File: src/rtl/ambx_core.sv
// Accumulator micro-core. The instruction memory is combinational and indexed by pc.
// Data memory is reached through a req/ready handshake, and a small hardware stack
// holds CALL return addresses.
module ambx_core #(
  parameter int unsigned DATA_W      = 8,
  parameter int unsigned ADDR_W      = 8,
  parameter int unsigned STACK_DEPTH = 4
) (
  input  logic              clk,
  input  logic              rst_n,
  input  logic [3:0]        opcode,
  input  logic [ADDR_W-1:0] operand,
  output logic [ADDR_W-1:0] pc,
  output logic [DATA_W-1:0] accum,
  output logic              carry,
  output logic              dmem_req,
  output logic              dmem_we,
  output logic [ADDR_W-1:0] dmem_addr,
  output logic [DATA_W-1:0] dmem_wdata,
  input  logic [DATA_W-1:0] ddatain,
  input  logic              dmem_ready,
  output logic              halted,
  output logic              err
);

  // sp counts 0..STACK_DEPTH, so it needs one more bit than the entry index.
  localparam int unsigned SpW  = $clog2(STACK_DEPTH + 1);
  localparam int unsigned IdxW = $clog2(STACK_DEPTH);

  localparam logic [3:0] OpLd  = 4'h0, OpAdd = 4'h1, OpSub  = 4'h2, OpAnd = 4'h3;
  localparam logic [3:0] OpOr  = 4'h4, OpXor = 4'h5, OpLdi  = 4'h6, OpSt  = 4'h7;
  localparam logic [3:0] OpBez = 4'h8, OpBnz = 4'h9, OpJmp  = 4'hA, OpCall = 4'hB;
  localparam logic [3:0] OpRet = 4'hC, OpBc  = 4'hD, OpNop  = 4'hE;

  typedef enum logic [1:0] {StExec, StMem, StHalt} state_e;

  state_e            state_q;
  logic [3:0]        op_q;
  logic [SpW-1:0]    sp_q;
  logic [ADDR_W-1:0] stack_q [STACK_DEPTH];

  logic [ADDR_W-1:0] pc_inc;
  logic [SpW-1:0]    sp_dec;
  logic              stack_full;
  logic              stack_empty;
  logic              push_en;
  logic [ADDR_W-1:0] stack_top;

  assign pc_inc      = pc + ADDR_W'(1);
  assign sp_dec      = sp_q - SpW'(1);
  assign stack_full  = (sp_q == SpW'(STACK_DEPTH));
  assign stack_empty = (sp_q == '0);
  assign push_en     = (state_q == StExec) && (opcode == OpCall) && !stack_full;
  assign stack_top   = stack_q[sp_dec[IdxW-1:0]];
  // accum is frozen while a request is outstanding, so it doubles as write data.
  assign dmem_wdata  = accum;

  // Return-stack storage: deliberately not reset.
  always_ff @(posedge clk) begin
    if (push_en) stack_q[sp_q[IdxW-1:0]] <= pc_inc;
  end

  // Core FSM with all architectural state and registered outputs.
  always_ff @(posedge clk or negedge rst_n) begin
    if (!rst_n) begin
      state_q   <= StExec;
      op_q      <= 4'h0;
      sp_q      <= '0;
      pc        <= '0;
      accum     <= '0;
      carry     <= 1'b0;
      dmem_req  <= 1'b0;
      dmem_we   <= 1'b0;
      dmem_addr <= '0;
      halted    <= 1'b0;
      err       <= 1'b0;
    end else begin
      unique case (state_q)
        StExec: begin
          case (opcode)
            OpLd, OpAdd, OpSub, OpAnd, OpOr, OpXor, OpSt: begin
              op_q      <= opcode;
              dmem_addr <= operand;
              dmem_req  <= 1'b1;
              dmem_we   <= (opcode == OpSt);
              state_q   <= StMem;
            end
            OpLdi: begin
              accum <= DATA_W'(operand);
              pc    <= pc_inc;
            end
            OpBez:  pc <= (accum == '0) ? operand : pc_inc;
            OpBnz:  pc <= (accum != '0) ? operand : pc_inc;
            OpBc:   pc <= carry ? operand : pc_inc;
            OpJmp:  pc <= operand;
            OpNop:  pc <= pc_inc;
            OpCall: begin
              if (stack_full) begin
                err     <= 1'b1;
                halted  <= 1'b1;
                state_q <= StHalt;
              end else begin
                sp_q <= sp_q + SpW'(1);
                pc   <= operand;
              end
            end
            OpRet: begin
              if (stack_empty) begin
                err     <= 1'b1;
                halted  <= 1'b1;
                state_q <= StHalt;
              end else begin
                sp_q <= sp_dec;
                pc   <= stack_top;
              end
            end
            default: begin
              halted  <= 1'b1;
              state_q <= StHalt;
            end
          endcase
        end
        StMem: begin
          if (dmem_ready) begin
            case (op_q)
              OpLd:  accum <= ddatain;
              OpAdd: {carry, accum} <= {1'b0, accum} + {1'b0, ddatain};
              OpSub: begin
                accum <= accum - ddatain;
                carry <= (accum < ddatain);
              end
              OpAnd: accum <= accum & ddatain;
              OpOr:  accum <= accum | ddatain;
              OpXor: accum <= accum ^ ddatain;
              default: ;
            endcase
            pc       <= pc_inc;
            dmem_req <= 1'b0;
            dmem_we  <= 1'b0;
            state_q  <= StExec;
          end
        end
        StHalt: ;
        default: state_q <= StHalt;
      endcase
    end
  end

endmodule

File: config.mk
export PLATFORM = sky130hd
export DESIGN_NAME = ambx_core
export DESIGN_NICKNAME = d
export VERILOG_FILES = /design/src/rtl/ambx_core.sv
export SDC_FILE = /design/constraint.sdc
export NUM_CORES = 1
export LEC_CHECK = 0
export CAP_MARGIN = 10
export CORE_ASPECT_RATIO = 1.25
export CORE_MARGIN = 2
export CORE_UTILIZATION = 25
export DETAILED_ROUTE_END_ITERATION = 12
export PLACE_DENSITY = 0.39
export SETUP_SLACK_MARGIN = 0.1
export SYNTH_ARGS = -nofsm -noshare
export SYNTH_HDL_FRONTEND = slang
export SYNTH_SLANG_ARGS = --single-unit
File: constraint.sdc
create_clock -name clk -period 3.4 [get_ports clk]
set_input_delay 0.34 -clock clk [delete_from_list [all_inputs] [get_ports clk]]
set_output_delay 0.34 -clock clk [all_outputs]
set_load 0.005 [all_outputs]
==> metrics, run 1 <==
status=finished, final reports clean; Mean Syn Cell Area=9.65 µm²; TritonCTS buffer count=9; Worst VDD drop=0.000291 V; Worst Path Required=3.64 ns; Comb pwr share=49.4%; ant diodes=0; Register-to-Register Path Depth=8; Post-Syn Instances=497; Worst EP arrival=2.83 ns; Lkg Pwr=2.36 nW; vias in the first global route=4154; DRT Pass-1 Iters=7; Power Dens Cells=851 nW/µm²; share of cells above drive strength 1=10.8%; global routing usage on met1=18.1%; CTS sink count=70; first-pass GRT wire length=23700 µm; Clock power frac=20.8%; Async SR Flop Fraction=54.3%; measured slew at the worst slew-check pin=0.961 ns; WL per Instance=19.1 µm; min Tclk post-route=2.59 ns; clock insertion delay at the later pin of the skew report=0.34 ns; antenna viol nets, final=0; Sw Pwr=2.03 mW; CTS tree=yes; DP HPWL=11400 µm; GRT Util Overall=15.1%; Die Ht=159 µm; Fin Clk Skew=0.00767 ns; most frequent cell after synthesis=nand2_1; r2r endpoint=accum[7]; Critical Path, Cell by Cell=inv_1 > ha_1 > a211oi_1 > nor2_1 > o41ai_1 > xnor2_1 > a221oi_1 > a311oi_1; warnings from Yosys=0; WS Path Type=reg2reg; GR peak layer=met2; f_max=0.385 GHz; DRC viols=0; Core ar.=18800 µm²; DIE WIDTH=128 µm; quantity of I/O buffers inserted on ports=59; synth top area cells=edfxtp_1 (20%), dfrtp_1 (20%), ha_1 (8.1%), o21ai_0 (3.8%), mux4_2 (3.8%); worst r2r src=accum[1]; switching part of the total=40.1%; fin util=31.7%; Post-Route Setup TNS=0 ns; Inst Count DP=770; max-cap viol count=0; EDFF count, synth=32; Starting Density=25.5%; Worst Hold Slack=0.141 ns; CP Launch Type=flip-flop; final cell count without fillers=786; M3 GR Usage=2.29%; worst rel slew slack=35.9%; Seq/Total Area, Yosys=39.9%; Area growth syn-to-layout=24.1%; Post-CTS Hold Buffers=0; RSZ-0062 raised after global routing=no; clock-pin slew on the worst setup and hold paths=0.06 ns; Nets=605; prevailing post-synth register cell=dfrtp_1; Clock Tree Buf Depth=2; Int Pwr=3.03 mW; critical path's largest stage delay=0.54 ns; CP Capture Type=flip-flop; DR vias/cell=5.15; met2 GRT Util=27.2%; internal reg-to-reg setup slack=0.81 ns; initial drt markers=362; grt ovf=0; Yosys top cell area share=20.0%; Ports=60; crit-path max FO=7; postcts setup bufs=0; Synth Register Bits=70; period utilisation layout=76.3%; Synth top cells by count=nand2_1 (43), inv_1 (41), nor2_1 (40); dominant cell type by area after synthesis=edfxtp_1; RePlAce Congestion=0.848; initial antenna violation count=0; htree depth=3; detailed-route via count=4050; CTS root buf=clkbuf_16; Final setup viols=0; die footprint=20300 µm²; Post-Synthesis Cell Area=4800 µm²; Netlist cell types=67; fillcell total=1968; Net Count, Synth=553; largest net degree at the start of global routing=39; cts repair resizes=0; final WL=15100 µm; min-delay worst type=in2async; Final Max Tran Viols=0; final hold viol count=0; Critical-path top delay cell=dfrtp_1; num rows=56; Seq pwr share=29.8%
critical path: cells and delay by family, from the launching register on:
kind / cells / cell delay, ns
xor+xnor: 1 / 0.17
compound gates: 4 / 1.15
simple gates: 1 / 0.10
buf+inv: 1 / 0.15
fa+ha+maj: 1 / 0.37
flops: 1 / 0.54
flip-flops by register name (all words and copies together), names as in the netlist:
register / count
accum: 8
carry: 1
dmem_addr: 8
dmem_req: 1
dmem_we: 1
err: 1
halted: 1
op_q: 4
pc: 8
sp_q: 3
stack_q: 32
state_q: 2
worst max-delay path by stage:
| stage | startpoint | to | slack [ns] | cells after the start |
|---|---|---|---|---|
| 2_1_floorplan | sp_q[0] | pc[0] | 0.93 | 10 |
| 3_3_place_gp | opcode[1] | pc[2] | 0.52 | 7 |
| 3_5_place_dp | ddatain[1] | accum[7] | 0.51 | 9 |
| 4_1_cts | accum[1] | accum[7] | 0.80 | 8 |
| 5_1_grt | accum[1] | accum[7] | 0.56 | 8 |
| 6_report | accum[1] | accum[7] | 0.81 | 8 |
per-stage QoR:
stage                     setup WS [ns]  instance area, µm²  power (mW)
after floorplan                   0.929                4800        3.01
after global placement            0.522                5620        4.04
after detailed placement          0.513                5620        4.04
after CTS                         0.796                5950        5.12
after global routing              0.561                5950        5.44
final                             0.805                5950        5.06
kinds of logic (layout without fill, tap and decap cells):
group                      count (synthesis)  after routing  synth area share [%]
adders and majority gates                 33             33                  8.92
muxes                                     15             15                  5.37
xor gates and xnor gates                  12             12                  2.19
and+or+nand+nor                          156            156                  16.9
buffers and inverters                     75            132                  6.76
DFF                                       70             70                  39.9
AOI/OAI and AO/OA                        136            136                  20.0
area by class of cell:
class                      count  area [µm²]  share of cell area, %
timing repair buffer          75         706                   11.9
inverter                      41         154                   2.59
multi-input combinational    352        2560                   43.0
tap                          232         290                   4.88
sequential                    70        1910                   32.1
clock inverter                 7         105                   1.77
clock buffer                   9         225                   3.78
placed cells by master, fill, tap and decap left out, types with 3 or more instances in the layout:
cell type        count
nor3_1               6
o21ai_0             36
buf_4               16
nand3_1             15
a31oi_1              5
xnor2_1             10
nor2b_1              9
nor2_1              40
and2_1               6
a221o_1              3
o211ai_1             9
o22ai_1              3
nand2b_1             9
mux4_2               8
and3_1               3
o221ai_1            10
nand3b_1             3
a221oi_1             7
a311oi_1             4
clkbuf_16            9
nand2_1             43
ha_1                31
dfrtp_1             38
o21bai_1             3
nor3b_1              3
edfxtp_1            32
a211o_1              3
inv_1               41
a211oi_1             6
clkdlybuf4s50_1     58
a21oi_1             15
a21o_1               7
a22o_1               5
mux2_2               6
layer usage:
metal	routed length (µm)	part of all wire [%]
met2	7900	52
met1	6200	41
met5	0	0
met4	375	2.5
met3	575	3.8
power by group through the flow:
stage | logic, mW | clock network, mW | registers, mW
2_1_floorplan | 1.60 | 0 | 1.41
3_3_place_gp | 2.50 | 0 | 1.54
3_5_place_dp | 2.50 | 0 | 1.54
4_1_cts | 2.52 | 1.08 | 1.52
5_1_grt | 2.76 | 1.11 | 1.56
6_report | 2.50 | 1.05 | 1.51
(Power assumes the default switching activity.)
==> inputs of run 2 (changes only) <==
--- a/config.mk
+++ b/config.mk
@@ -10,7 +10,7 @@
 export CORE_MARGIN = 2
 export CORE_UTILIZATION = 25
 export DETAILED_ROUTE_END_ITERATION = 12
-export PLACE_DENSITY = 0.39
+export PLACE_DENSITY = 0.41
 export SETUP_SLACK_MARGIN = 0.1
 export SYNTH_ARGS = -nofsm -noshare
 export SYNTH_HDL_FRONTEND = slang
==> constraint.sdc (replaced) <==
create_clock -name clk -period 2.2 [get_ports clk]
set_input_delay 0.22 -clock clk [delete_from_list [all_inputs] [get_ports clk]]
set_output_delay 0.22 -clock clk [all_outputs]
set_load 0.005 [all_outputs]
==> run 2 against run 1 <==
Net effect: the run now ends with negative hold slack left; clock power grew 55%; via count increased by 8.9%; total power increased by 82%; non-clock buffer count is 113 higher; cell area is 21% higher; wire length is 10% higher; setup slack got worse by 0.74 ns; highest routed layer unchanged.
==> metrics, run 2 (same netlist as run 1, synthesis figures left out) <==
RSZ-0062 raised after global routing=yes; Worst EP arrival=2.35 ns; fin util=38.3%; largest net degree at the start of global routing=34; failing checks=negative hold slack; max-cap viol count=0; first-pass GRT wire length=25700 µm; most frequent CP cell=buf_6; Critical-path top delay cell=dfrtp_2; htree depth=3; initial antenna violation count=0; Top delay family on crit path=compound AO/OA/AOI/OAI gates; f_max=0.469 GHz; period utilisation layout=96.9%; WS Path Type=reg2reg; GRT Util Overall=16.5%; initial drt markers=239; DIE WIDTH=128 µm; worst rel slew slack=43.2%; WP buf/inv=2; ant diodes=0; status=complete, but fails checks; CP Capture Type=flip-flop; Final Max Tran Viols=0; final cell count without fillers=899; WL per Instance=18.5 µm; critical path's largest stage delay=0.43 ns; die footprint=20300 µm²; share of cells above drive strength 1=34.2%; Ports=60; crit-path max FO=4; measured slew at the worst slew-check pin=0.852 ns; Power Dens Cells=1280 nW/µm²; Worst Hold Slack=-0.00905 ns; Post-CTS Hold Buffers=0; DRT Pass-1 Iters=5; Worst VDD drop=0.000413 V; Comb pwr share=58.2%; DRC viols=0; Starting Density=25.5%; num rows=56; CTS tree=yes; Die Ht=159 µm; DR vias/cell=4.91; commonest non-fill, non-tap cell in the layout=buf_4; Core ar.=18800 µm²; min-delay worst type=in2async; detailed-route via count=4412; TritonCTS buffer count=9; Clock power frac=17.8%; CTS root buf=clkbuf_16; total power=9.19 mW; min Tclk post-route=2.13 ns; Final setup viols=0; Lkg Pwr=2.99 nW; antenna viol nets, final=0; Inst Count DP=867; Sw Pwr=3.53 mW; final WL=16600 µm; grt ovf=0; most frequent cells in the layout=buf_4 (114), clkdlybuf4s50_1 (57), nand2_1 (39); CP Launch Type=flip-flop; CTS sink count=70; Nets=718; Area growth syn-to-layout=50.1%; Fin Clk Skew=0.00778 ns; clock insertion delay at the later pin of the skew report=0.34 ns; switching part of the total=38.4%; Critical Path, Cell by Cell=buf_6 > nor4_4 > buf_6 > and2_4 > o211ai_4 > a221o_1 > a21o_1 > a211o_1; vias in the first global route=4563; clock-pin slew on the worst setup and hold paths=0.06 ns; final hold viol count=11; RePlAce Congestion=0.880; worst r2r src=accum[1]; Clock Tree Buf Depth=2; Worst Path Required=2.42 ns; DP HPWL=12900 µm; Seq pwr share=24.0%; Int Pwr=5.66 mW; crit path launch=accum[1]; max reg flops=32; quantity of I/O buffers inserted on ports=59
==> run 2: cell count changes in the layout (fill, tap and decap cells not counted), sizes merged <==
| cell | before | now |
|---|---|---|
| buf | 17 | 130 |
| dlymetal6s2s | 0 | 1 |
| clkdlybuf4s50 | 58 | 57 |
==> run 2: cell type report <==
cell class / count / area [µm²]
clock buffer: 9 / 225
tap: 232 / 290
sequential: 70 / 1920
fill: 1917 / 11600
multi-input combinational: 352 / 2840
timing repair buffer: 188 / 1670
clock inverter: 7 / 105
inverter: 41 / 154
==> run 2: metrics by stage <==
step | cell area (µm²) | setup WS (ns) | TNS, ns
floorplan | 4810 | 0.0797 | 0
global placement | 6410 | -0.344 | -2.91
detailed placement | 6410 | -0.324 | -2.98
CTS | 6920 | 0.0837 | 0
global route | 7200 | -0.0490 | -0.109
finish | 7200 | 0.0675 | 0
==> run 2: path summary, 6_finish.rpt <==
path / slack (ns) / endpoint / cells after the start
max: 0.07 / pc[2] / 8
min: -0.009 / sp_q[2] / 1
max reg2reg: 0.07 / pc[2] / 8
min reg2reg: 0.47 / halted / 1
max in group asynchronous: 1.57 / pc[5] / 2
min in group clk: 0.47 / halted / 1
==> run 2: metal layers <==
| metal | part of all wire, % | global-route usage (%) | routed length, µm |
|---|---|---|---|
| met2 | 55 | 31.1 | 9120 |
| met1 | 40 | 18.8 | 6580 |
| met5 | 0 | 0 | 0 |
| met3 | 3.3 | 2.29 | 542 |
| met4 | 2.3 | 5.34 | 382 |
==> run 2: power groups by stage <==
| stage | clock network (mW) | logic (mW) | registers (mW) |
|---|---|---|---|
| after floorplan | 0 | 2.50 | 2.18 |
| after global placement | 0 | 4.77 | 2.23 |
| after detailed placement | 0 | 4.76 | 2.23 |
| after CTS | 1.68 | 5.03 | 2.21 |
| after global routing | 1.72 | 5.84 | 2.26 |
| final | 1.63 | 5.35 | 2.21 |
==> run 2: what timing repair did <==
item,CTS,global route
resized for setup,27,55
pin swaps,17,22
endpoints found under the setup margin,13,17
buffers inserted,7,9
endpoints found under the hold margin,0,0
==> inputs of run 3 (changes only) <==
--- a/config.mk
+++ b/config.mk
@@ -7,7 +7,6 @@
 export LEC_CHECK = 0
 export CAP_MARGIN = 10
 export CORE_ASPECT_RATIO = 1.25
-export CORE_MARGIN = 2
 export CORE_UTILIZATION = 25
 export DETAILED_ROUTE_END_ITERATION = 12
 export PLACE_DENSITY = 0.41
==> run 3 against run 2 <==
Net effect: the run still ends with negative hold slack left; fmax increased by 0.78%; cell area decreased by 1.9%; wire length decreased by 0.80%; register-to-register slack improved by 0.02 ns; clock power decreased by 12%; global-route usage increased by 0.77 points; critical path type unchanged; critical endpoint unchanged; largest cell class unchanged; largest power group unchanged; highest routed layer unchanged.
==> metrics, run 3 (same netlist as run 1, synthesis figures left out) <==
quantity of I/O buffers inserted on ports=59; Worst Path Required=2.43 ns; Placement Setup Slack=-0.324 ns; Post-Route Setup TNS=0 ns; Worst Hold Slack=-0.00588 ns; WL per Instance=18.5 µm; RSZ-0062 raised after global routing=yes; DRC viols=0; die footprint=19700 µm²; max-cap viol count=0; DIE WIDTH=126 µm; clock insertion delay at the later pin of the skew report=0.34 ns; WP buf/inv=2; DP HPWL=12900 µm; fillcell total=1960; Register-to-Register Path Depth=8; TritonCTS buffer count=9; CP Launch Type=flip-flop; period utilisation layout=96.2%; CTS sink count=70; failing checks=negative hold slack; antenna viol nets, final=0; Critical Path, Cell by Cell=buf_6 > nor4_4 > buf_4 > and2_4 > o211ai_2 > a221o_1 > a21o_1 > a211o_1; max reg flops=32; min Tclk post-route=2.12 ns; Die Ht=157 µm; DR vias/cell=4.99; Ports=60; most frequent cells in the layout=buf_4 (107), clkdlybuf4s50_1 (58), nand2_1 (39), nor2_1 (39), inv_1 (38); status=complete, but fails checks; Seq pwr share=24.8%; ant diodes=0; Worst EP arrival=2.35 ns; Final setup viols=0; measured slew at the worst slew-check pin=0.907 ns; Int Pwr=5.36 mW; crit-path max FO=4; crit path launch=accum[2]; Post-CTS Hold Buffers=0; clock-pin slew on the worst setup and hold paths=0.07 ns; Area growth syn-to-layout=47.2%; WS Path Type=reg2reg; Top delay family on crit path=compound AO/OA/AOI/OAI gates; num rows=56; Clock power frac=16.3%; Worst Setup Slack, final=0.0841 ns; vias in the first global route=4554; final WL=16500 µm; final hold viol count=3; Sw Pwr=3.53 mW; Clock Tree Buf Depth=2; worst rel slew slack=39.5%; share of cells above drive strength 1=32.6%; f_max=0.473 GHz; min-delay worst type=in2async; RePlAce Congestion=0.835; detailed-route via count=4444; Comb pwr share=59.0%; worst r2r src=accum[2]; Worst VDD drop=0.000417 V; GRT Util Overall=17.3%; Power Dens Cells=1260 nW/µm²; first-pass GRT wire length=25700 µm; CP Capture Type=flip-flop; largest net degree at the start of global routing=35; Crit. path cell count=8; DRT Pass-1 Iters=4; CTS root buf=clkbuf_16; Critical-path top delay cell=dfrtp_2; Nets=710; Starting Density=25.5%; post-route cell area=7060 µm²; area post-placement=6420 µm²; CTS tree=yes; Final Max Tran Viols=0; htree depth=3; Lkg Pwr=2.90 nW; Core ar.=18800 µm²; initial drt markers=251; initial antenna violation count=0; grt ovf=0; commonest non-fill, non-tap cell in the layout=buf_4; switching part of the total=39.8%; Fin Clk Skew=0.0106 ns; critical path's largest stage delay=0.44 ns
run 3: cell count changes in the layout (fill, tap and decap cells not counted), sizes merged:
cell           change
clkdlybuf4s50      +1
clkinvlp           +1
inv                +1
buf                -8
bufinv             -2
dlymetal6s2s       -1
run 3: layer usage:
metal | GRT usage [%] | wire [µm] | vias up
li1 | - | - | 2130
met1 | 19.6 | 6690 | 2163
met2 | 31.4 | 8630 | 114
met3 | 1.78 | 505 | 37
met4 | 9.81 | 664 | 0
met5 | 0 | 0 | -
run 3: power by group through the flow:
stage | Sequential (mW) | Combinational, mW | Clock (mW)
after floorplan | 2.18 | 2.50 | 0
after global placement | 2.21 | 4.75 | 0
after detailed placement | 2.21 | 4.73 | 0
after CTS | 2.19 | 5.00 | 1.48
after global routing | 2.26 | 5.73 | 1.53
final | 2.20 | 5.24 | 1.44
run 3: area by class of cell:
type / instances / area, µm² / area share [%]
clock buffers: 9 / 225 / 3.19
flip-flops and latches: 70 / 1920 / 27.2
clock inverters: 7 / 63.8 / 0.904
repair buffers: 180 / 1590 / 22.5
well taps: 232 / 290 / 4.11
multi-input cells: 352 / 2820 / 39.9
inverters: 41 / 154 / 2.18
run 3: what timing repair did:
action	4_1_cts	5_1_grt
setup endpoints to repair	17	18
pin swaps	11	23
buffers inserted	6	1
gates resized for setup	24	48
cloned	0	0
run 3: path summary, 6_finish.rpt:
kind	slack [ns]	to
min in group clk	0.47	halted
max in group asynchronous	1.53	pc[0]
min reg2reg	0.47	halted
min	-0.006	pc[2]
max reg2reg	0.08	pc[2]
max	0.08	pc[2]
run 3: worst register-to-register path, cell delays in order (launching register included):
cell and delay, ns:
dfrtp_2 0.44, buf_6 0.13, nor4_4 0.22, buf_4 0.18
and2_4 0.15, o211ai_2 0.10, a221o_1 0.34, a21o_1 0.18
a211o_1 0.25
run 3: per-stage QoR:
| step | instances | power [mW] | utilization [%] |
|---|---|---|---|
| 2_1_floorplan | 497 | 4.68 | - |
| 3_3_place_gp | 868 | 6.96 | 34.2 |
| 4_1_cts | 890 | 8.68 | 36.6 |
| 6_report | 891 | 8.89 | 37.6 |
| 3_5_place_dp | 868 | 6.94 | 34.2 |
| 5_1_grt | 891 | 9.52 | 37.6 |
